==> config.mk <==
export PLATFORM = sky130hd
export DESIGN_NAME = fir_sample_sequencer
export DESIGN_NICKNAME = d
export VERILOG_FILES = /design/src/rtl/fir_pkg.sv /design/src/rtl/fir_sample_fifo.sv /design/src/rtl/fir_sample_sequencer.sv
export SDC_FILE = /design/constraint.sdc
export NUM_CORES = 1
export LEC_CHECK = 0
export CAP_MARGIN = 25
export CORE_ASPECT_RATIO = 1.4
export CORE_MARGIN = 3
export CORE_UTILIZATION = 51
export DETAILED_ROUTE_END_ITERATION = 16
export GPL_ROUTABILITY_DRIVEN = 0
export GPL_TIMING_DRIVEN = 1
export PLACE_DENSITY = 0.79
export SETUP_SLACK_MARGIN = 0.02
export SLEW_MARGIN = 20
export SYNTH_ARGS = -nofsm -noshare
export SYNTH_HDL_FRONTEND = slang
export SYNTH_SLANG_ARGS = --single-unit
export TNS_END_PERCENT = 50
==> constraint.sdc <==
create_clock -name clk -period 6.7 [get_ports clk]
set_input_delay 1.005 -clock clk [delete_from_list [all_inputs] [get_ports clk]]
set_output_delay 1.005 -clock clk [all_outputs]
set_load 0.005 [all_outputs]
==> src/rtl/fir_pkg.sv <==
// Shared types and width helpers for the FIR input sequencer.
// No logic; state encoding and default geometry only.
// Imported by the sequencer top.
package fir_pkg;

    localparam int DATA_W     = 10;
    localparam int FIFO_DEPTH = 4;
    localparam int MAC_CYCLES = 4;

    typedef enum logic [1:0] {
        ST_IDLE  = 2'd0,
        ST_LOAD  = 2'd1,
        ST_ACCUM = 2'd2,
        ST_DONE  = 2'd3
    } fir_state_e;

    // A single-cycle MAC still needs a 1-bit tap index port
    function automatic int tap_w(input int n);
        return (n > 1) ? $clog2(n) : 1;
    endfunction

    localparam int TAP_W = tap_w(MAC_CYCLES);
    localparam int CNT_W = $clog2(FIFO_DEPTH) + 1;

endpackage

==> src/rtl/fir_sample_fifo.sv <==
// Register FIFO buffering input samples ahead of the delay chain.
// Latency: write visible at head one edge after push; pop is registered.
// Backpressure: push ignored when full, pop ignored when empty; flush empties it.
module fir_sample_fifo #(
    parameter int DATA_W = 10,
    parameter int DEPTH  = 4
) (
    input  logic                     clk,
    input  logic                     clr,
    input  logic                     flush_i,
    input  logic                     push_i,
    input  logic                     pop_i,
    input  logic [DATA_W-1:0]        wr_data_i,
    output logic [DATA_W-1:0]        rd_data_o,
    output logic [$clog2(DEPTH):0]   count_o,
    output logic                     full_o,
    output logic                     empty_o
);

    localparam int PTR_W = $clog2(DEPTH);

    logic [DATA_W-1:0] mem_q [DEPTH];
    logic [PTR_W-1:0]  wr_ptr_q;
    logic [PTR_W-1:0]  rd_ptr_q;
    logic [PTR_W:0]    cnt_q;
    logic              push_ok;
    logic              pop_ok;

    assign full_o    = (cnt_q == (PTR_W+1)'(DEPTH));
    assign empty_o   = (cnt_q == '0);
    assign push_ok   = push_i && !full_o && !flush_i;
    assign pop_ok    = pop_i && !empty_o && !flush_i;
    assign rd_data_o = mem_q[rd_ptr_q];
    assign count_o   = cnt_q;

    always_ff @(posedge clk) begin
        if (push_ok) begin
            mem_q[wr_ptr_q] <= wr_data_i;
        end
    end

    // Power-of-2 depth lets the pointers wrap by plain overflow
    always_ff @(posedge clk or posedge clr) begin
        if (clr) begin
            wr_ptr_q <= '0;
            rd_ptr_q <= '0;
            cnt_q    <= '0;
        end else if (flush_i) begin
            wr_ptr_q <= '0;
            rd_ptr_q <= '0;
            cnt_q    <= '0;
        end else begin
            if (push_ok) wr_ptr_q <= wr_ptr_q + 1'b1;
            if (pop_ok)  rd_ptr_q <= rd_ptr_q + 1'b1;
            case ({push_ok, pop_ok})
                2'b10:   cnt_q <= cnt_q + 1'b1;
                2'b01:   cnt_q <= cnt_q - 1'b1;
                default: cnt_q <= cnt_q;
            endcase
        end
    end

endmodule

==> src/rtl/fir_sample_sequencer.sv <==
// Input stage of the FIR datapath: buffers samples, loads the delay chain, steps taps.
// Latency: sample pushed at edge E0 into an idle block shows on ld_d after edge E1.
// Backpressure: in_ready low when the FIFO is full or flush is asserted.
module fir_sample_sequencer #(
    parameter int DATA_W     = fir_pkg::DATA_W,
    parameter int FIFO_DEPTH = fir_pkg::FIFO_DEPTH,
    parameter int MAC_CYCLES = fir_pkg::MAC_CYCLES
) (
    input  logic                                    clk,
    input  logic                                    clr,
    input  logic                                    flush,
    input  logic [DATA_W-1:0]                       in_data,
    input  logic                                    in_valid,
    output logic                                    in_ready,
    output logic                                    ld_d,
    output logic [DATA_W-1:0]                       delay_in,
    output logic                                    tap_en,
    output logic [fir_pkg::tap_w(MAC_CYCLES)-1:0]   tap_idx,
    output logic                                    frame_done,
    output logic [$clog2(FIFO_DEPTH):0]             fifo_count
);

    import fir_pkg::*;

    localparam int              TW       = tap_w(MAC_CYCLES);
    localparam logic [TW-1:0]   TAP_LAST = TW'(MAC_CYCLES - 1);

    fir_state_e         state_q, state_d;
    logic [TW-1:0]      tap_q, tap_d;
    logic               load_q, load_d;
    logic [DATA_W-1:0]  delay_q, delay_d;
    logic               push;
    logic               pop;
    logic               fifo_full;
    logic               fifo_empty;
    logic [DATA_W-1:0]  fifo_head;

    assign in_ready = !fifo_full && !flush;
    assign push     = in_valid && in_ready;

    fir_sample_fifo #(
        .DATA_W (DATA_W),
        .DEPTH  (FIFO_DEPTH)
    ) u_fifo (
        .clk       (clk),
        .clr       (clr),
        .flush_i   (flush),
        .push_i    (push),
        .pop_i     (pop),
        .wr_data_i (in_data),
        .rd_data_o (fifo_head),
        .count_o   (fifo_count),
        .full_o    (fifo_full),
        .empty_o   (fifo_empty)
    );

    always_comb begin
        state_d = state_q;
        tap_d   = tap_q;
        pop     = 1'b0;
        if (flush) begin
            state_d = ST_IDLE;
            tap_d   = '0;
        end else begin
            case (state_q)
                ST_IDLE: begin
                    if (!fifo_empty) begin
                        state_d = ST_LOAD;
                        pop     = 1'b1;
                    end
                end
                ST_LOAD: begin
                    state_d = ST_ACCUM;
                    tap_d   = '0;
                end
                ST_ACCUM: begin
                    if (tap_q == TAP_LAST) begin
                        state_d = ST_DONE;
                        tap_d   = '0;
                    end else begin
                        tap_d = tap_q + 1'b1;
                    end
                end
                ST_DONE: begin
                    if (!fifo_empty) begin
                        state_d = ST_LOAD;
                        pop     = 1'b1;
                    end else begin
                        state_d = ST_IDLE;
                    end
                end
                default: state_d = ST_IDLE;
            endcase
        end
        load_d  = (state_d == ST_LOAD);
        // delay_in keeps the last loaded sample; ld_d qualifies it downstream
        delay_d = pop ? fifo_head : delay_q;
    end

    always_ff @(posedge clk or posedge clr) begin
        if (clr) begin
            state_q <= ST_IDLE;
            tap_q   <= '0;
            load_q  <= 1'b0;
            delay_q <= '0;
        end else begin
            state_q <= state_d;
            tap_q   <= tap_d;
            load_q  <= load_d;
            delay_q <= delay_d;
        end
    end

    assign ld_d       = load_q;
    assign delay_in   = delay_q;
    assign tap_en     = (state_q == ST_ACCUM);
    assign tap_idx    = tap_q;
    assign frame_done = (state_q == ST_DONE);

endmodule

==> key figures <==
Synthesis
  • Share of Yosys cell area claimed by the top area cell type: about 45%
  • Cell taking the most area after synthesis: edfxtp_1
  • Sequential-to-total area share from yosys stat: 65.4%
  • Number of synthesized register bits: just over 60
  • Net Count, Synth: 194
  • Yosys cell types: 38
  • Yosys warnings: 0
  • Avg Inst Size Synth: about 16 um2
  • Mapped Area: ~2700 um2
  • Synth area leaders: edfxtp_1, dfrtp_1, mux4_2
  • Synth Instances: 170

Route
  • Iter 0 DRT Violations: 129
  • # DRC: 0
  • Vias: 1546
  • DRT Pass-1 Iters: 4
  • Vias/cell: approximately 5.7
  • Drt wl/cell: between 15 and 20 um
  • Detailed Route WL: between 4 and 5 mm
  • Post-route ant nets: 0

STA
  • Worst slew margin: between 40% and 50%
  • Max-slew violation count: 0
  • Endpoints failing setup: 0
  • Final hold vios: 0
  • RSZ-0062 raised after global routing: no
  • Fin crit share: between 50% and 60%
  • Max frequency: between 200 and 300 MHz
  • Setup TNS: 0 ns
  • Worst Max-Slew Pin Slew: between 0.8 and 0.9 ns
  • Fin crit period: 3.46 ns
  • Post-route setup slack: ~3.2 ns
  • Clock Skew: around 0.0085 ns

Clocking
  • Post-cts resize count: 0
  • H-tree depth: 3
  • Hold buffers post-CTS: 0
  • Clk buf depth: 2
  • Clk Latency, worst-skew pair: around 0.34 ns
  • CTS sink cnt: 62
  • CTS root buf: clkbuf_8
  • CTS Buf Count: 9
  • Setup bufs post-CTS: 0
  • Reg clk slew, reported paths: ~0.07 ns
  • CTS tree: yes

Setup path
  • CP Max Fanout: 15
  • Reg2reg end: u_fifo.count_o[1]
  • CP required: between 5 and 6 ns
  • R2r setup slk: 3.87 ns
  • Worst Setup Path Type: primary input to primary output
  • Startpoint Class: primary input
  • RR Startpoint: state_q[0]
  • Critical path arrival: between 2 and 2.5 ns
  • Worst setup EP type: primary output
  • R2R cell count: 8

Floorplanning
  • Boundary pin count: 33
  • Vert. Die Dim: between 90 and 100 um
  • Initial core utilization: a little over half
  • CORE AREA: a little under 5000 um2
  • DIE AREA: a little over 6000 um2
  • Die width: between 60 and 70 um
  • Std cell rows: 30

Final layout
  • Layout area overhead: 19.4%
  • Layout cells sized above 1: about 17%
  • Ant diodes: 0
  • Most frequent cells in the layout: edfxtp_1, clkdlybuf4s50_1, dfrtp_1
  • Nets: 227
  • Commonest non-fill, non-tap cell in the layout: edfxtp_1
  • Non-filler cells, final: 272

Power and ir drop
  • Maximum vdd drop: around 0.20 mV
  • Clock share of power: between 20% and 30%
  • P_sw: just under 0.4 mW
  • Reg power frac: a little over two fifths
  • Gate power share: 32.4%
  • P per Cell Area: roughly 400 nW/um2
  • Net Sw Frac: a little under a third
  • Leakage: approximately 1.2 nW
  • Total power draw: 1.28 mW
  • Cell Int Power: between 0.8 and 0.9 mW

GRT
  • Initial antenna violation count: 0
  • Vias in the first global route: approximately 1.7k
  • Pin count of the biggest net entering global routing: 23
  • Total GRT Usage: about a fifth
  • First-pass GRT wire length: between 8 and 9 mm
  • Total gr overflow: 0

Placement
  • PortBufs: 32
  • DP Worst Slack: roughly 3.1 ns
  • Cell count after placement: around 260
  • Post-DP HPWL: 3.21 mm

Flow run
  • Max-cap violations: 0

Min path
  • Hold Crit Start: delay_in[6]
  • Hold Path Cell Cnt: 1
  • HP Class: flip-flop to flip-flop
  • Hold endpoint: delay_in[6]

Status
  • Status: completed
[worst max path at each step]
stage           from           endpoint  slack, ns  cells past startpoint
2_1_floorplan  flush  u_fifo.count_o[1]       4.06                      7
3_3_place_gp   flush  u_fifo.count_o[1]       3.26                      7
3_5_place_dp   flush  u_fifo.count_o[1]       3.09                      7
4_1_cts        flush           in_ready       3.24                      3
5_1_grt        flush           in_ready       3.16                      3
6_report       flush           in_ready       3.24                      3
[through the flow]
stage | hold slack [ns] | area [um2] | utilization, %
floorplan | 0.489 | 2680 | -
global placement | 0.482 | 3020 | 60.9
detailed placement | 0.482 | 3020 | 60.9
CTS | 0.497 | 3200 | 64.6
global route | 0.533 | 3200 | 64.6
finish | 0.491 | 3200 | 64.6
[power groups by stage]
| stage | clock network (mW) | registers [mW] | logic [mW] |
|---|---|---|---|
| finish | 0.310 | 0.554 | 0.414 |
| global route | 0.330 | 0.566 | 0.458 |
| CTS | 0.316 | 0.555 | 0.416 |
| detailed placement | 0 | 0.563 | 0.413 |
| global placement | 0 | 0.556 | 0.388 |
| floorplan | 0 | 0.526 | 0.294 |
[kinds of logic after synthesis]
| kind of cell | after synthesis | synth area share [%] |
|---|---|---|
| buf+inv | 18 | 3.46 |
| xor+xnor | 3 | 0.981 |
| fa+ha+maj | 10 | 4.95 |
| compound gates | 20 | 5.00 |
| mux | 21 | 13.0 |
| simple gates | 36 | 7.19 |
| flops | 62 | 65.4 |
[area by class of cell]
type	count	area, um2
Sequential cell	62	1750
Fill cell	375	1760
Tap cell	64	80.1
Inverter	8	30.0
Multi-Input combinational cell	90	835
Timing Repair Buffer	32	320
Clock inverter	4	47.5
Clock buffer	12	135
[critical path: stages]
cell             delay [ns]
clkdlybuf4s50_1        0.69
a21oi_1                0.24
clkdlybuf4s50_1        0.52
[Yosys cell counts, drive strengths merged]
library cell  instances
a31oi                 1
a21oi                 7
nor3                  3
inv                   8
or3                   3
nor2b                 2
o22ai                 1
nand3b                1
o311a                 1
and3b                 1
a21boi                1
a22oi                 2
o221a                 1
nand3                 3
dfrtp                22
a2111oi               1
mux2                 11
o21a                  1
mux4                 10
buf                   6
nor2                 12
clkbuf                4
o21ai                 3
o31ai                 1
nor3b                 1
ha                    9
xnor2                 3
and2                  4
fa                    1
nand2                 5
edfxtp               40
or3b                  1
[registers in the layout, summed over array words and instances, names as in the netlist]
| signal | flops |
|---|---|
| u_fifo.count_o | 3 |
| state_q | 2 |
| u_fifo.wr_ptr_q | 2 |
| ld_d | 1 |
| u_fifo.rd_ptr_q | 2 |
| u_fifo.mem_q | 40 |
| tap_idx | 2 |
| delay_in | 10 |
[metal layers]
layer / routed length (um) / GRT usage (%)
met5: 0 / 0
met2: 2670 / 31.6
met1: 1910 / 21.1
met4: 117 / 12.5
met3: 242 / 4.53
Note: power is estimated with default switching activity, not from simulation.
